[src/rtl/vedic_div_pkg.sv]
// Shared widths, state encoding and constants for the 6/3 restoring divider.
// Pure declarations: no latency, no flow control.
package vedic_div_pkg;

  localparam int DVD_W = 6;
  localparam int DVS_W = 3;
  localparam int PR_W  = 4;

  typedef enum logic [1:0] {
    IDLE = 2'd0,
    CALC = 2'd1,
    DONE = 2'd2
  } state_t;

  localparam logic [2:0]       ITER_LAST = 3'd5;
  localparam logic [DVD_W-1:0] DIV0_QUOT = 6'h3F;

endpackage

[src/rtl/div_trial_sub.sv]
// Trial subtract pr_n - divisor as a ripple of full-adder cells, with a borrow-out.
// Combinational, zero latency; no handshake.
module div_trial_sub
  import vedic_div_pkg::*;
(
  input  logic [PR_W-1:0]  pr_n,
  input  logic [DVS_W-1:0] divisor,
  output logic [PR_W-1:0]  diff,
  output logic             borrow
);

  logic [PR_W-1:0] nb;
  logic [PR_W:0]   c;

  // a - b = a + ~b + 1; a missing carry-out means the subtract borrowed
  assign nb   = ~{1'b0, divisor};
  assign c[0] = 1'b1;

  for (genvar i = 0; i < PR_W; i++) begin : g_fa
    assign diff[i]  = pr_n[i] ^ nb[i] ^ c[i];
    assign c[i+1]   = (pr_n[i] & nb[i]) | (c[i] & (pr_n[i] ^ nb[i]));
  end

  assign borrow = ~c[PR_W];

endmodule

[src/rtl/vedic_div6x3.sv]
// 6/3 unsigned restoring divider: done 7 clocks after an accepted start (1 for divide-by-zero);
// start is honoured only in IDLE and never queued. VEDIC_DIV_CHECK_EN adds the check_ok self-check output.
module vedic_div6x3
  import vedic_div_pkg::*;
(
  input  logic             clk,
  input  logic             rst,
  input  logic             start,
  input  logic [DVD_W-1:0] dividend,
  input  logic [DVS_W-1:0] divisor,
  output logic             busy,
  output logic             done,
  output logic [DVD_W-1:0] quotient,
  output logic [DVS_W-1:0] remainder,
`ifdef VEDIC_DIV_CHECK_EN
  output logic             check_ok,
`endif
  output logic             div_by_zero
);

  state_t           state;
  logic [DVD_W-1:0] dvd;
  logic [PR_W-1:0]  pr;
  logic [2:0]       cnt;
  logic [DVS_W-1:0] dvs;

  logic [PR_W-1:0]  pr_n;
  logic [PR_W-1:0]  diff;
  logic             borrow;
  logic [PR_W-1:0]  pr_next;
  logic             unused_pr_msb;

`ifdef VEDIC_DIV_CHECK_EN
  logic [DVD_W-1:0] dvd_cap;
`endif

  // pr never exceeds the divisor, so its top bit is always zero before the shift
  assign pr_n          = {pr[2:0], dvd[DVD_W-1]};
  assign pr_next       = borrow ? pr_n : diff;
  assign unused_pr_msb = pr[PR_W-1];

  div_trial_sub u_trial (
    .pr_n    (pr_n),
    .divisor (dvs),
    .diff    (diff),
    .borrow  (borrow)
  );

  always_ff @(posedge clk) begin
    if (rst) begin
      state       <= IDLE;
      busy        <= 1'b0;
      done        <= 1'b0;
      quotient    <= '0;
      remainder   <= '0;
      div_by_zero <= 1'b0;
      dvd         <= '0;
      pr          <= '0;
      cnt         <= '0;
      dvs         <= '0;
`ifdef VEDIC_DIV_CHECK_EN
      dvd_cap     <= '0;
      check_ok    <= 1'b0;
`endif
    end else begin
      case (state)
        IDLE: begin
          done <= 1'b0;
          if (start) begin
            dvs <= divisor;
`ifdef VEDIC_DIV_CHECK_EN
            dvd_cap <= dividend;
`endif
            if (divisor != '0) begin
              dvd         <= dividend;
              pr          <= '0;
              cnt         <= '0;
              div_by_zero <= 1'b0;
              busy        <= 1'b1;
              state       <= CALC;
            end else begin
              quotient    <= DIV0_QUOT;
              remainder   <= '0;
              div_by_zero <= 1'b1;
              done        <= 1'b1;
              state       <= DONE;
            end
          end
        end
        CALC: begin
          dvd      <= {dvd[DVD_W-2:0], 1'b0};
          pr       <= pr_next;
          quotient <= {quotient[DVD_W-2:0], ~borrow};
          cnt      <= cnt + 3'd1;
          if (cnt == ITER_LAST) begin
            busy      <= 1'b0;
            done      <= 1'b1;
            remainder <= pr_next[DVS_W-1:0];
            state     <= DONE;
          end
        end
        DONE: begin
          done  <= 1'b0;
          state <= IDLE;
`ifdef VEDIC_DIV_CHECK_EN
          check_ok <= ((10'(quotient) * 10'(dvs) + 10'(remainder)) == 10'(dvd_cap))
                      || div_by_zero;
`endif
        end
        default: state <= IDLE;
      endcase
    end
  end

endmodule

[config.mk]
export PLATFORM = sky130hd
export DESIGN_NAME = vedic_div6x3
export DESIGN_NICKNAME = d
export VERILOG_FILES = /design/src/rtl/vedic_div_pkg.sv /design/src/rtl/div_trial_sub.sv /design/src/rtl/vedic_div6x3.sv
export SDC_FILE = /design/constraint.sdc
export NUM_CORES = 1
export LEC_CHECK = 0
export ABC_AREA = 1
export ABC_CLOCK_PERIOD_IN_PS = 2200
export BUFFER_PORTS_ARGS = -buffer_cell sky130_fd_sc_hd__buf_2
export CAP_MARGIN = 10
export CORE_MARGIN = 2
export CORE_UTILIZATION = 33
export CTS_CLUSTER_DIAMETER = 40
export DETAILED_ROUTE_END_ITERATION = 8
export GPL_ROUTABILITY_DRIVEN = 0
export PLACE_DENSITY = 0.56
export SYNTH_ARGS = -nofsm -noshare
export SYNTH_HDL_FRONTEND = slang
export SYNTH_SLANG_ARGS = --single-unit
[constraint.sdc]
create_clock -name clk -period 2.2 [get_ports clk]
set_input_delay 0.44 -clock clk [delete_from_list [all_inputs] [get_ports clk]]
set_output_delay 0.44 -clock clk [all_outputs]
set_load 0.05 [all_outputs]
==> flow_summary.json <==
{
  "fin_setup_tns_ns": 0,
  "die_width_um": 71.7,
  "final_cell_mix": "79 x nand2_1, 33 x inv_1, 33 x nor2_1, 29 x dfxtp_1, 23 x buf_2",
  "r2r.worst_path.cells": 11,
  "synth_area_sq_um": 1510,
  "io_pins": 24,
  "finClkSkew_ns": 0.00670,
  "powerDensity_nw_per_um2": 1690,
  "busiest_layer": "met2",
  "reg2reg_from": "dvd[5]",
  "reg2reg_slack_ns": 0.27,
  "fmax_mhz": 517,
  "grt_pass1_wl_mm": 5.29,
  "cts_tree": "built",
  "p_seq_share_pct": 27.8,
  "hold_class": "in2reg",
  "r2r_end": "remainder[2]",
  "total_power_mw": 2.98,
  "cp_common_cell": "inv_1",
  "routed_via_density": 4.38,
  "use_met2_pct": 22.1,
  "worst_hold_slack_ns": 0.401,
  "final_common_cell": "nand2_1",
  "drt_wl_total_mm": 3.24,
  "drv_slew": 0,
  "avgSynthCellArea_sq_um": 6.50,
  "p_leak_nw": 0.911,
  "n_fill_cell": 486,
  "yosysWarnings": 0,
  "htree_levels": 2,
  "pwr-share-comb_pct": 57.5,
  "clk_pin_slew_ns": 0.06,
  "clock_path_buffers": 2,
  "overflow": 0,
  "drive_above_1_share_pct": 13.9,
  "cpLargestDelayFamily": "adder cells",
  "grt_max_degree": 15,
  "fin_crit_ns": 1.93,
  "cts_sinks": 29,
  "initial_core_util_pct": 34.5,
  "pwr-share-clk_pct": 14.7,
  "finalCritPeriodShare_pct": 87.9,
  "min_to": "dvd[0]",
  "hold_start": "dividend[0]",
  "cpPeakStageDelay_ns": 0.41,
  "track_usage_pct": 13.4,
  "setup_violations": 0,
  "diodes": 0,
  "cts-buffers-inserted": 5,
  "drt_iter0_markers": 60,
  "num_rows": 24,
  "vias": 1363,
  "cap_violations": 0,
  "hold_viol_final": 0,
  "port_buffers": 23,
  "crit_path_start": "dvd[5]",
  "hold_depth": 3,
  "drc_errors": 0,
  "cts_setup_buffers": 0,
  "area_delta_synth_final_pct": 16.4,
  "synthesis.nets": 253,
  "grt_setup_unrepaired": "no",
  "netlist_instances": 233,
  "cts-root-buf": "clkbuf_8",
  "ys_ff_latch": 29,
  "relSlewSlack_pct": 71.1,
  "path_depth": 11,
  "swShare_pct": 50.3,
  "hpwl_mm": 2.36,
  "status": "finished clean",
  "antenna_left": 0,
  "worstSetupPathType": "reg2reg",
  "cp.required_ns": 2.37,
  "core_area_sq_um": 4380,
  "cp_max_fo": 2,
  "grt_pass1_vias": 1220,
  "fin_cells": 311,
  "cp_cell_sequence": "inv_1, ha_1, fa_1, inv_1, fa_1, inv_1, nand2_1, nand3_1, nand3_1, nand2_1, nor2_1",
  "grt_util_met3_pct": 3.52,
  "tightestPinTransition_ns": 0.433,
  "detail_route.first_pass.iterations": 4,
  "nNetsFinal": 279,
  "met1_usage_pct": 16.4,
  "cts_resized": 0,
  "yosysSeqAreaShare_pct": 38.3,
  "cp-end-kind": "register",
  "die_h_um": 71.7,
  "fin_util_pct": 40.2,
  "clk_latency_ns": 0.27,
  "ys_types": 20,
  "crit_buf_inv": 3,
  "placed_cells": 304,
  "wl_per_cell_um": 10.4,
  "cts_hold_buf": 0,
  "antenna_found_initial": 0,
  "internal_power_mw": 1.48,
  "start_kind": "register",
  "critPathSlowestCell": "fa_1",
  "ir_drop_v": 0.000503,
  "p_switching_mw": 1.50,
  "dieArea_sq_um": 5150,
  "crit_arrival_ns": 2.11
}
-- logic make-up (layout without fill, tap and decap cells) --
group,count (synthesis),count (layout),synth area share [%]
and+or+nand+nor,130,130,34.5
buffers and inverters,42,68,11.4
adders and majority gates,8,8,7.60
DFF,29,29,38.3
AOI/OAI and AO/OA,24,24,8.10
-- cells in the mapped netlist --
master    number  area share [%]
a211oi_1       1            0.50
a21oi_1       15             5.0
and2_1         3             1.2
buf_2          3            0.99
buf_4          3             1.5
clkbuf_1       1            0.25
clkinv_1       1            0.25
dfxtp_1       29              38
fa_1           2             2.6
ha_1           6             5.0
inv_1         33             8.2
inv_2          1            0.25
nand2_1       79              20
nand3_1       10             3.3
nand3_2        1            0.66
nand4_1        1            0.41
nor2_1        33             8.2
nor2_2         2            0.83
nor3_1         1            0.33
o21ai_0        8             2.6
-- state kept, by name (all words and copies together), names as in the netlist --
name         flops
div_by_zero      1
cnt              3
remainder        3
dvd              6
dvs              3
done             1
quotient         6
pr               3
busy             1
state            2
-- metal layers --
metal  vias up  wire length, um
li1        752                -
met1       584             1550
met2        23             1540
met3         4              125
met4         0               31
met5         -                0
-- worst register-to-register path, stage by stage, from the launching register on --
cell     delay [ns]
dfxtp_1        0.32
inv_1          0.05
ha_1           0.21
fa_1           0.37
inv_1          0.08
fa_1           0.41
inv_1          0.06
nand2_1        0.05
nand3_1        0.08
nand3_1        0.08
nand2_1        0.08
nor2_1         0.03
-- cell type report --
cell class	count	area, sq um	area share (%)
multi-input cells	162	761	43.2
flip-flops and latches	29	581	33.0
repair buffers	26	138	7.81
inverters	35	131	7.46
clock buffers	7	86.3	4.90
well taps	52	65.1	3.69
-- through the flow --
step                area [sq um]  setup slack [ns]
floorplan                   1510             0.412
global placement            1680             0.351
detailed placement          1680             0.272
CTS                         1760             0.259
global route                1760             0.131
finish                      1760             0.266
-- how the worst max path moves through the flow --
stage / endpoint / slack, ns
6_report: remainder[2] / 0.27
5_1_grt: remainder[2] / 0.13
4_1_cts: remainder[2] / 0.26
3_5_place_dp: remainder[2] / 0.27
3_3_place_gp: remainder[2] / 0.35
2_1_floorplan: remainder[2] / 0.41
-- power groups by stage --
| stage | Clock [mW] | Sequential [mW] | Combinational, mW |
|---|---|---|---|
| CTS | 0.450 | 0.833 | 1.74 |
| finish | 0.437 | 0.830 | 1.71 |
| detailed placement | 0 | 0.843 | 1.72 |
| floorplan | 0 | 1.18 | 1.03 |
| global placement | 0 | 0.839 | 1.70 |
| global route | 0.475 | 0.855 | 1.93 |
(Power assumes the default switching activity.)
